$ cat src/rtl/muldiv_unit_if.sv
// Request/response bundle between the register-read stage, the RV32M
// multiply/divide unit and the register-file write port.
interface muldiv_unit_if #(
    parameter int WIDTH = 32
);
    logic             start;
    logic [2:0]       funct3;
    logic [WIDTH-1:0] op_a;
    logic [WIDTH-1:0] op_b;
    logic [4:0]       rd_in;
    logic             busy;
    logic             done;
    logic [WIDTH-1:0] result;
    logic [4:0]       rd_out;
    logic             reg_write_out;

    modport master (
        output start, funct3, op_a, op_b, rd_in,
        input  busy, done, result, rd_out, reg_write_out
    );

    modport slave (
        input  start, funct3, op_a, op_b, rd_in,
        output busy, done, result, rd_out, reg_write_out
    );
endinterface

$ cat src/rtl/muldiv_unit.sv
// Iterative RV32M multiply/divide unit: shift-add multiply and restoring divide,
// one bit per cycle. Divide support is compiled in only when MULDIV_DIV_EN is defined.
module muldiv_unit #(
    parameter int WIDTH = 32
) (
    input  logic         clk,
    input  logic         reset,
    muldiv_unit_if.slave bus
);
    localparam int CW = $clog2(WIDTH);

    typedef enum logic [1:0] {
        S_IDLE = 2'b00,
        S_CALC = 2'b01,
        S_FIX  = 2'b10,
        S_DONE = 2'b11
    } state_e;

    state_e               state_q, state_d;
    logic [CW-1:0]        cnt_q, cnt_d;
    logic [2:0]           f3_q, f3_d;
    logic [4:0]           rd_q, rd_d;
    logic [WIDTH-1:0]     opnd_q, opnd_d;
    logic [2*WIDTH-1:0]   prod_q, prod_d;
    logic                 neg_q, neg_d;
    logic [WIDTH-1:0]     result_q, result_d;
    logic [4:0]           rd_out_q, rd_out_d;
    logic                 busy_q, done_q, wr_q;

    logic                 a_signed_s, b_signed_s;
    logic                 a_neg_s, b_neg_s;
    logic [WIDTH-1:0]     a_mag_s, b_mag_s;
    logic [WIDTH:0]       mul_sum_s;
    logic [2*WIDTH-1:0]   mul_next_s;
    logic [2*WIDTH-1:0]   prod_fix_s;
`ifdef MULDIV_DIV_EN
    logic                 neg_rem_q, neg_rem_d;
    logic [WIDTH:0]       div_top_s;
    logic [WIDTH+1:0]     div_diff_s;
    logic [2*WIDTH-1:0]   div_next_s;
    logic [WIDTH-1:0]     quo_fix_s, rem_fix_s;
    logic                 ovf_s;
`endif

    function automatic logic [WIDTH-1:0] mag_f(input logic [WIDTH-1:0] v, input logic neg);
        mag_f = neg ? (~v + {{(WIDTH-1){1'b0}}, 1'b1}) : v;
    endfunction

    // Operand signedness per funct3, evaluated on the live request for capture.
    always_comb begin
        a_signed_s = 1'b0;
        b_signed_s = 1'b0;
        case (bus.funct3)
            3'b001:         begin a_signed_s = 1'b1; b_signed_s = 1'b1; end
            3'b010:         begin a_signed_s = 1'b1; b_signed_s = 1'b0; end
            3'b100, 3'b110: begin a_signed_s = 1'b1; b_signed_s = 1'b1; end
            default:        begin a_signed_s = 1'b0; b_signed_s = 1'b0; end
        endcase
        a_neg_s = a_signed_s & bus.op_a[WIDTH-1];
        b_neg_s = b_signed_s & bus.op_b[WIDTH-1];
        a_mag_s = mag_f(bus.op_a, a_neg_s);
        b_mag_s = mag_f(bus.op_b, b_neg_s);
    end

    // Datapath steps: one multiply/divide iteration plus sign fix-up of the final values.
    always_comb begin
        mul_sum_s  = {1'b0, prod_q[2*WIDTH-1:WIDTH]} +
                     (prod_q[0] ? {1'b0, opnd_q} : {(WIDTH+1){1'b0}});
        mul_next_s = {mul_sum_s, prod_q[WIDTH-1:1]};
        prod_fix_s = neg_q ? (~prod_q + {{(2*WIDTH-1){1'b0}}, 1'b1}) : prod_q;
`ifdef MULDIV_DIV_EN
        // Low half holds the dividend shifting out / quotient shifting in; high half the remainder.
        div_top_s  = prod_q[2*WIDTH-1:WIDTH-1];
        div_diff_s = {1'b0, div_top_s} - {2'b00, opnd_q};
        if (div_diff_s[WIDTH+1]) begin
            div_next_s = {prod_q[2*WIDTH-2:0], 1'b0};
        end else begin
            div_next_s = {div_diff_s[WIDTH-1:0], prod_q[WIDTH-2:0], 1'b1};
        end
        quo_fix_s = mag_f(prod_q[WIDTH-1:0], neg_q);
        rem_fix_s = mag_f(prod_q[2*WIDTH-1:WIDTH], neg_rem_q);
        ovf_s     = ~bus.funct3[0] &&
                    (bus.op_a == {1'b1, {(WIDTH-1){1'b0}}}) &&
                    (bus.op_b == {WIDTH{1'b1}});
`endif
    end

    // Next-state and datapath register updates.
    always_comb begin
        state_d   = state_q;
        cnt_d     = cnt_q;
        f3_d      = f3_q;
        rd_d      = rd_q;
        opnd_d    = opnd_q;
        prod_d    = prod_q;
        neg_d     = neg_q;
        result_d  = result_q;
        rd_out_d  = rd_out_q;
`ifdef MULDIV_DIV_EN
        neg_rem_d = neg_rem_q;
`endif
        case (state_q)
            S_IDLE: begin
                if (bus.start) begin
                    f3_d  = bus.funct3;
                    rd_d  = bus.rd_in;
                    cnt_d = {CW{1'b0}};
                    neg_d = a_neg_s ^ b_neg_s;
                    if (bus.funct3[2]) begin
`ifdef MULDIV_DIV_EN
                        opnd_d    = b_mag_s;
                        prod_d    = {{WIDTH{1'b0}}, a_mag_s};
                        neg_rem_d = a_neg_s;
                        if (bus.op_b == {WIDTH{1'b0}}) begin
                            state_d  = S_DONE;
                            result_d = bus.funct3[1] ? bus.op_a : {WIDTH{1'b1}};
                            rd_out_d = bus.rd_in;
                        end else if (ovf_s) begin
                            state_d  = S_DONE;
                            result_d = bus.funct3[1] ? {WIDTH{1'b0}} : {1'b1, {(WIDTH-1){1'b0}}};
                            rd_out_d = bus.rd_in;
                        end else begin
                            state_d  = S_CALC;
                        end
`else
                        state_d  = S_DONE;
                        result_d = {WIDTH{1'b0}};
                        rd_out_d = bus.rd_in;
`endif
                    end else begin
                        opnd_d  = a_mag_s;
                        prod_d  = {{WIDTH{1'b0}}, b_mag_s};
                        state_d = S_CALC;
                    end
                end else begin
                    state_d = S_IDLE;
                end
            end
            S_CALC: begin
`ifdef MULDIV_DIV_EN
                prod_d = f3_q[2] ? div_next_s : mul_next_s;
`else
                prod_d = mul_next_s;
`endif
                cnt_d = cnt_q + CW'(1);
                if (cnt_q == CW'(WIDTH-1)) begin
                    state_d = S_FIX;
                end else begin
                    state_d = S_CALC;
                end
            end
            S_FIX: begin
                case (f3_q)
                    3'b000:                 result_d = prod_fix_s[WIDTH-1:0];
                    3'b001, 3'b010, 3'b011: result_d = prod_fix_s[2*WIDTH-1:WIDTH];
`ifdef MULDIV_DIV_EN
                    3'b100, 3'b101:         result_d = quo_fix_s;
                    3'b110, 3'b111:         result_d = rem_fix_s;
`endif
                    default:                result_d = {WIDTH{1'b0}};
                endcase
                rd_out_d = rd_q;
                state_d  = S_DONE;
            end
            S_DONE:  state_d = S_IDLE;
            default: state_d = S_IDLE;
        endcase
    end

    // State, datapath and registered outputs; reset discards any in-flight operation.
    always_ff @(posedge clk or negedge reset) begin
        if (!reset) begin
            state_q   <= S_IDLE;
            cnt_q     <= {CW{1'b0}};
            f3_q      <= 3'b000;
            rd_q      <= 5'd0;
            opnd_q    <= {WIDTH{1'b0}};
            prod_q    <= {(2*WIDTH){1'b0}};
            neg_q     <= 1'b0;
            result_q  <= {WIDTH{1'b0}};
            rd_out_q  <= 5'd0;
            busy_q    <= 1'b0;
            done_q    <= 1'b0;
            wr_q      <= 1'b0;
`ifdef MULDIV_DIV_EN
            neg_rem_q <= 1'b0;
`endif
        end else begin
            state_q   <= state_d;
            cnt_q     <= cnt_d;
            f3_q      <= f3_d;
            rd_q      <= rd_d;
            opnd_q    <= opnd_d;
            prod_q    <= prod_d;
            neg_q     <= neg_d;
            result_q  <= result_d;
            rd_out_q  <= rd_out_d;
            busy_q    <= (state_d != S_IDLE);
            done_q    <= (state_d == S_DONE);
            wr_q      <= (state_d == S_DONE) && (rd_out_d != 5'd0);
`ifdef MULDIV_DIV_EN
            neg_rem_q <= neg_rem_d;
`endif
        end
    end

    assign bus.busy          = busy_q;
    assign bus.done          = done_q;
    assign bus.result        = result_q;
    assign bus.rd_out        = rd_out_q;
    assign bus.reg_write_out = wr_q;
endmodule

$ cat src/flat_wrapper.sv
// flat-port wrapper written by rule: the top's interface ports become plain ports
module muldiv_unit_flat 
#(
    parameter int WIDTH = 32
)
  (clk, reset, bus_start, bus_funct3, bus_op_a, bus_op_b, bus_rd_in, bus_busy, bus_done, bus_result, bus_rd_out, bus_reg_write_out);
  muldiv_unit_if #(.WIDTH(WIDTH)) bus_i ();
  input  logic clk;
  input  logic reset;
  input wire logic [$bits(bus_i.start)-1:0] bus_start;
  input wire logic [$bits(bus_i.funct3)-1:0] bus_funct3;
  input wire logic [$bits(bus_i.op_a)-1:0] bus_op_a;
  input wire logic [$bits(bus_i.op_b)-1:0] bus_op_b;
  input wire logic [$bits(bus_i.rd_in)-1:0] bus_rd_in;
  output wire logic [$bits(bus_i.busy)-1:0] bus_busy;
  output wire logic [$bits(bus_i.done)-1:0] bus_done;
  output wire logic [$bits(bus_i.result)-1:0] bus_result;
  output wire logic [$bits(bus_i.rd_out)-1:0] bus_rd_out;
  output wire logic [$bits(bus_i.reg_write_out)-1:0] bus_reg_write_out;
  assign bus_i.start = bus_start;
  assign bus_i.funct3 = bus_funct3;
  assign bus_i.op_a = bus_op_a;
  assign bus_i.op_b = bus_op_b;
  assign bus_i.rd_in = bus_rd_in;
  assign bus_busy = bus_i.busy;
  assign bus_done = bus_i.done;
  assign bus_result = bus_i.result;
  assign bus_rd_out = bus_i.rd_out;
  assign bus_reg_write_out = bus_i.reg_write_out;
  muldiv_unit #(.WIDTH(WIDTH)) u_core (.clk(clk), .reset(reset), .bus(bus_i));
endmodule
$ cat config.mk
export PLATFORM = sky130hd
export DESIGN_NAME = muldiv_unit_flat
export DESIGN_NICKNAME = d
export VERILOG_FILES = /design/src/rtl/muldiv_unit_if.sv /design/src/rtl/muldiv_unit.sv /design/src/flat_wrapper.sv
export SDC_FILE = /design/constraint.sdc
export NUM_CORES = 1
export LEC_CHECK = 0
export BUFFER_PORTS_ARGS = -buffer_cell sky130_fd_sc_hd__buf_2
export CAP_MARGIN = 25
export CORE_UTILIZATION = 40
export CTS_CLUSTER_DIAMETER = 50
export CTS_CLUSTER_SIZE = 20
export DETAILED_ROUTE_END_ITERATION = 8
export PLACE_DENSITY_LB_ADDON = 0.2
export SETUP_SLACK_MARGIN = 0.15
export SLEW_MARGIN = 20
export SYNTH_ARGS = -nofsm -noshare
export SYNTH_HDL_FRONTEND = slang
export SYNTH_SLANG_ARGS = --single-unit
$ cat constraint.sdc
create_clock -name clk -period 2.83 [get_ports clk]
set_input_delay 0 -clock clk [delete_from_list [all_inputs] [get_ports clk]]
set_output_delay 0 -clock clk [all_outputs]
set_load 0.01 [all_outputs]
==> summary.txt <==
Die
  • IO Count: 115
  • Height of the chip: 164 um
  • Area of the die: 26800 um2
  • Die outline width: 164 um
  • Row count: 58
  • Placeable core region: 25400 um2
  • Starting utilization of the core area: 41.2%

Synth
  • Post-Syn Nets: 1343
  • XOR/XNOR Fraction of Synth Area: 12.3%
  • Synth Warn #: 0
  • Multiplexer fraction of the synthesized cell area: 1.34%
  • Post-synthesis instance total: 1230
  • Dominant combinational cell family by area after synthesis: compound AO/OA/AOI/OAI gates
  • Adder-Cell Fraction of Synth Area: 4.61%
  • Fraction of the mapped netlist area in simple logic gates: 19.1%
  • Number of flops mapped to enable cells by yosys: 0
  • Fraction of registers with async set/reset: 100%
  • Synth Area in Compound Gates: 22.9%
  • Primary FF master, synth: sky130_fd_sc_hd__dfrtp_1
  • Average footprint of a synthesized cell: 8.52 um2
  • Register bit total from synthesis: 152
  • Number of distinct library cells after synthesis: 58
  • Synthesized area: 10500 um2
  • Sequential share of the synthesized area: 36.3%

STA
  • Upper clock frequency limit: 345 MHz
  • Clock period minus final worst setup slack: 2.90 ns
  • Worst rel slew slack: 47.1%
  • Fin. Hold Viols: 0
  • Slew at the pin closest to its max-slew limit: 0.791 ns
  • Setup TNS: -0.306 ns
  • Final critical-path setup slack: -0.0679 ns
  • Max-slew violation total from the final report: 0
  • Setup repair after global routing missed its margin: true
  • Clock skew after layout: 0.0168 ns
  • Part of the cycle the worst path needs: 102%
  • Fin Hold WS: 0.00620 ns
  • Final setup vio count: 9

Worst hold path
  • Worst Hold End: u_core.prod_q[9]$_DFFE_PN0P_
  • Worst min-delay path class: primary input to flip-flop
  • Hold Path Depth: 4
  • Launch point of the worst hold path: bus_op_b[9]

Finish
  • Fraction of final layout cells sized beyond drive strength 1: 27.2%
  • Number of nets in the finished design: 1635
  • Number of antenna repair diodes: 0
  • Filler cell count in the final layout: 2282
  • Area grow syn2layout: 38.6%
  • Commonest cells after routing, fill and taps aside: sky130_fd_sc_hd__dfrtp_1, sky130_fd_sc_hd__buf_4, sky130_fd_sc_hd__o21ai_0, sky130_fd_sc_hd__nand2_1, sky130_fd_sc_hd__buf_2
  • Area of all placed cells without fillers: 14500 um2
  • Most common cell after layout, fill and taps aside: sky130_fd_sc_hd__dfrtp_1
  • Post-route core utilization: 57.2%

CTS
  • TritonCTS clock tree: done
  • Inserted Clock Buffers: 17
  • Maximum clock insertion buffer count: 2
  • Clk sinks: 152
  • Clock-pin slew on the worst setup and hold paths: 0.07 ns
  • Worst-Skew Late Latency: 0.44 ns
  • Cell at the root of the clock tree: sky130_fd_sc_hd__clkbuf_16
  • H-Tree Level Count: 4

Setup path
  • Critical Setup Path Class: flip-flop to flip-flop
  • Worst setup path startpoint: u_core.prod_q[6]$_DFFE_PN0P_
  • Data required time of the worst path: 3.13 ns
  • Number of cell instances on the worst register-to-register path: 8
  • R2r setup slk: -0.07 ns
  • R2r endpoint: u_core.bus.result[26]$_DFFE_PN0P_
  • Source of the worst register-to-register timing path: u_core.prod_q[6]$_DFFE_PN0P_
  • Crit path launch type: flip-flop
  • Element type at the critical path end: flip-flop
  • CP max FO: 5
  • Data arrival time of the critical path: 3.20 ns

Global route
  • Wire length of the first global-routing pass: 51.5 mm
  • Antenna violations before repair: 0
  • GRT Total Usage: 24.5%
  • GR Overflow Total: 0
  • Largest net degree at the start of global routing: 65
  • Vias in the first global route: 9987

Status
  • Outcome: finished with violations
  • Failing checks: setup timing

Drt
  • Detailed-route wire length per cell: 17.7 um
  • DRC Markers: 0
  • Number of DRC markers after the initial detailed-route iteration: 648
  • Total vias in the final route: 10300
  • Final wirelength: 33.1 mm
  • Residual antenna-violating net count after detailed routing: 0
  • Avg Vias per Cell: 5.53
  • Number of optimization iterations in the first detailed-route pass: 5

Pwr
  • Internal Dissipation: 8.17 mW
  • Sw Ratio: 43.5%
  • Clock share of power: 17.3%
  • Psw: 6.29 mW
  • Leakage power: 6.52 nW
  • Proportion of power drawn by flip-flops and latches: 28.2%
  • Tot Pwr: 14.5 mW
  • Part of the power in combinational logic: 54.5%
  • Power density relative to cell area: 996 nW/um2
  • VDD IR max: 473 uV

Placed design
  • Placed Instance Area: 12300 um2
  • Count of buffers from port buffering: 114
  • Final GP Congestion: 0.886
  • HPWL after detailed placement: 23.0 mm

Run
  • Number of max-cap violations: 0
## how the worst max path moves through the flow
| stage | end | slack [ns] |
|---|---|---|
| final | u_core.bus.result[26]$_DFFE_PN0P_ | -0.07 |
| after global routing | u_core.bus.result[26]$_DFFE_PN0P_ | -0.13 |
| after CTS | u_core.bus.result[26]$_DFFE_PN0P_ | 0.03 |
| after detailed placement | u_core.bus.result[18]$_DFFE_PN0P_ | -0.04 |
| after global placement | u_core.bus.result[18]$_DFFE_PN0P_ | -0.002 |
| after floorplan | u_core.bus.result[26]$_DFFE_PN0P_ | 0.002 |
## cell usage after synthesis (13+ instances only)
cell type,instances,share of area [%]
sky130_fd_sc_hd__o221ai_1,22,1.8
sky130_fd_sc_hd__nand3_1,43,2.1
sky130_fd_sc_hd__inv_1,28,1.0
sky130_fd_sc_hd__nor3_1,25,1.2
sky130_fd_sc_hd__ha_1,37,4.4
sky130_fd_sc_hd__a21oi_1,74,3.5
sky130_fd_sc_hd__and2_1,34,2.0
sky130_fd_sc_hd__nor2_1,76,2.7
sky130_fd_sc_hd__or3_1,14,0.84
sky130_fd_sc_hd__clkbuf_1,60,2.2
sky130_fd_sc_hd__nand2_1,125,4.5
sky130_fd_sc_hd__o21ai_0,150,7.2
sky130_fd_sc_hd__o41ai_1,13,1.1
sky130_fd_sc_hd__xor2_1,87,7.3
sky130_fd_sc_hd__a21o_1,16,1.1
sky130_fd_sc_hd__xnor2_1,60,5.0
sky130_fd_sc_hd__a22oi_1,33,2.4
sky130_fd_sc_hd__o31ai_1,29,2.1
sky130_fd_sc_hd__or4_1,14,1.0
sky130_fd_sc_hd__dfrtp_1,152,36
sky130_fd_sc_hd__nand2b_1,15,0.90
## critical path: stages, from the launching register on
cell and delay (ns):
sky130_fd_sc_hd__dfrtp_1 0.38, sky130_fd_sc_hd__or4_4 0.56, sky130_fd_sc_hd__or4b_4 0.56, sky130_fd_sc_hd__nand4b_4 0.20, sky130_fd_sc_hd__or3_4 0.38, sky130_fd_sc_hd__buf_8 0.17, sky130_fd_sc_hd__o41ai_4 0.21, sky130_fd_sc_hd__xor2_1 0.17
sky130_fd_sc_hd__o221ai_1 0.12
## logic make-up (layout without fill, tap and decap cells)
family / count (synthesis) / in the layout
and+or+nand+nor: 402 / 402
AOI/OAI and AO/OA: 384 / 384
DFF: 152 / 152
xor gates and xnor gates: 147 / 147
buffers and inverters: 94 / 399
adders and majority gates: 38 / 38
muxes: 13 / 13
## power groups by stage
stage	registers, mW	logic (mW)	clock network (mW)
after floorplan	3.91	4.36	0
after global placement	4.02	6.83	0
after detailed placement	4.03	6.90	0
after CTS	4.03	7.22	2.53
after global routing	4.19	8.67	2.63
final	4.08	7.89	2.50
## metal layers
layer	GRT usage (%)	up-vias	wire length (um)
li1	-	5053	-
met1	31.2	4999	14300
met2	42.5	229	16800
met3	3.38	38	1250
met4	8.33	0	748
met5	0	-	0
## layout make-up
type	count	area [um2]	area share, %
Timing Repair Buffer	339	2560	17.6
Inverter	28	105	0.724
Sequential cell	152	3810	26.2
Clock buffer	17	425	2.93
Multi-Input combinational cell	984	7000	48.2
Clock inverter	15	209	1.44
Tap cell	330	413	2.84
## through the flow
step           instances  setup WS, ns
6_report            1865       -0.0679
4_1_cts             1852        0.0295
3_5_place_dp        1740       -0.0409
3_3_place_gp        1740      -0.00212
2_1_floorplan       1230       0.00236
5_1_grt             1865        -0.133
## what timing repair did
| action | CTS | global route |
|---|---|---|
| endpoints found under the hold margin | 136 | 1 |
| buffers inserted | 6 | 11 |
| endpoints found under the setup margin | 35 | 49 |
| pin swaps | 15 | 41 |
| gates cloned | 3 | 1 |
| hold buffers | 71 | 1 |
| gates resized for setup | 39 | 107 |
## sequential cells by signal (all words and copies together), names as in the netlist
signal                    cells
u_core.bus.result            32
u_core.prod_q                64
u_core.bus.done               1
u_core.f3_q                   3
u_core.bus.reg_write_out      1
u_core.bus.rd_out             5
u_core.cnt_q                  5
u_core.neg_q                  1
u_core.bus.busy               1
u_core.opnd_q                32
u_core.state_q                2
u_core.rd_q                   5
No activity file was read; power rests on OpenSTA's default activity.
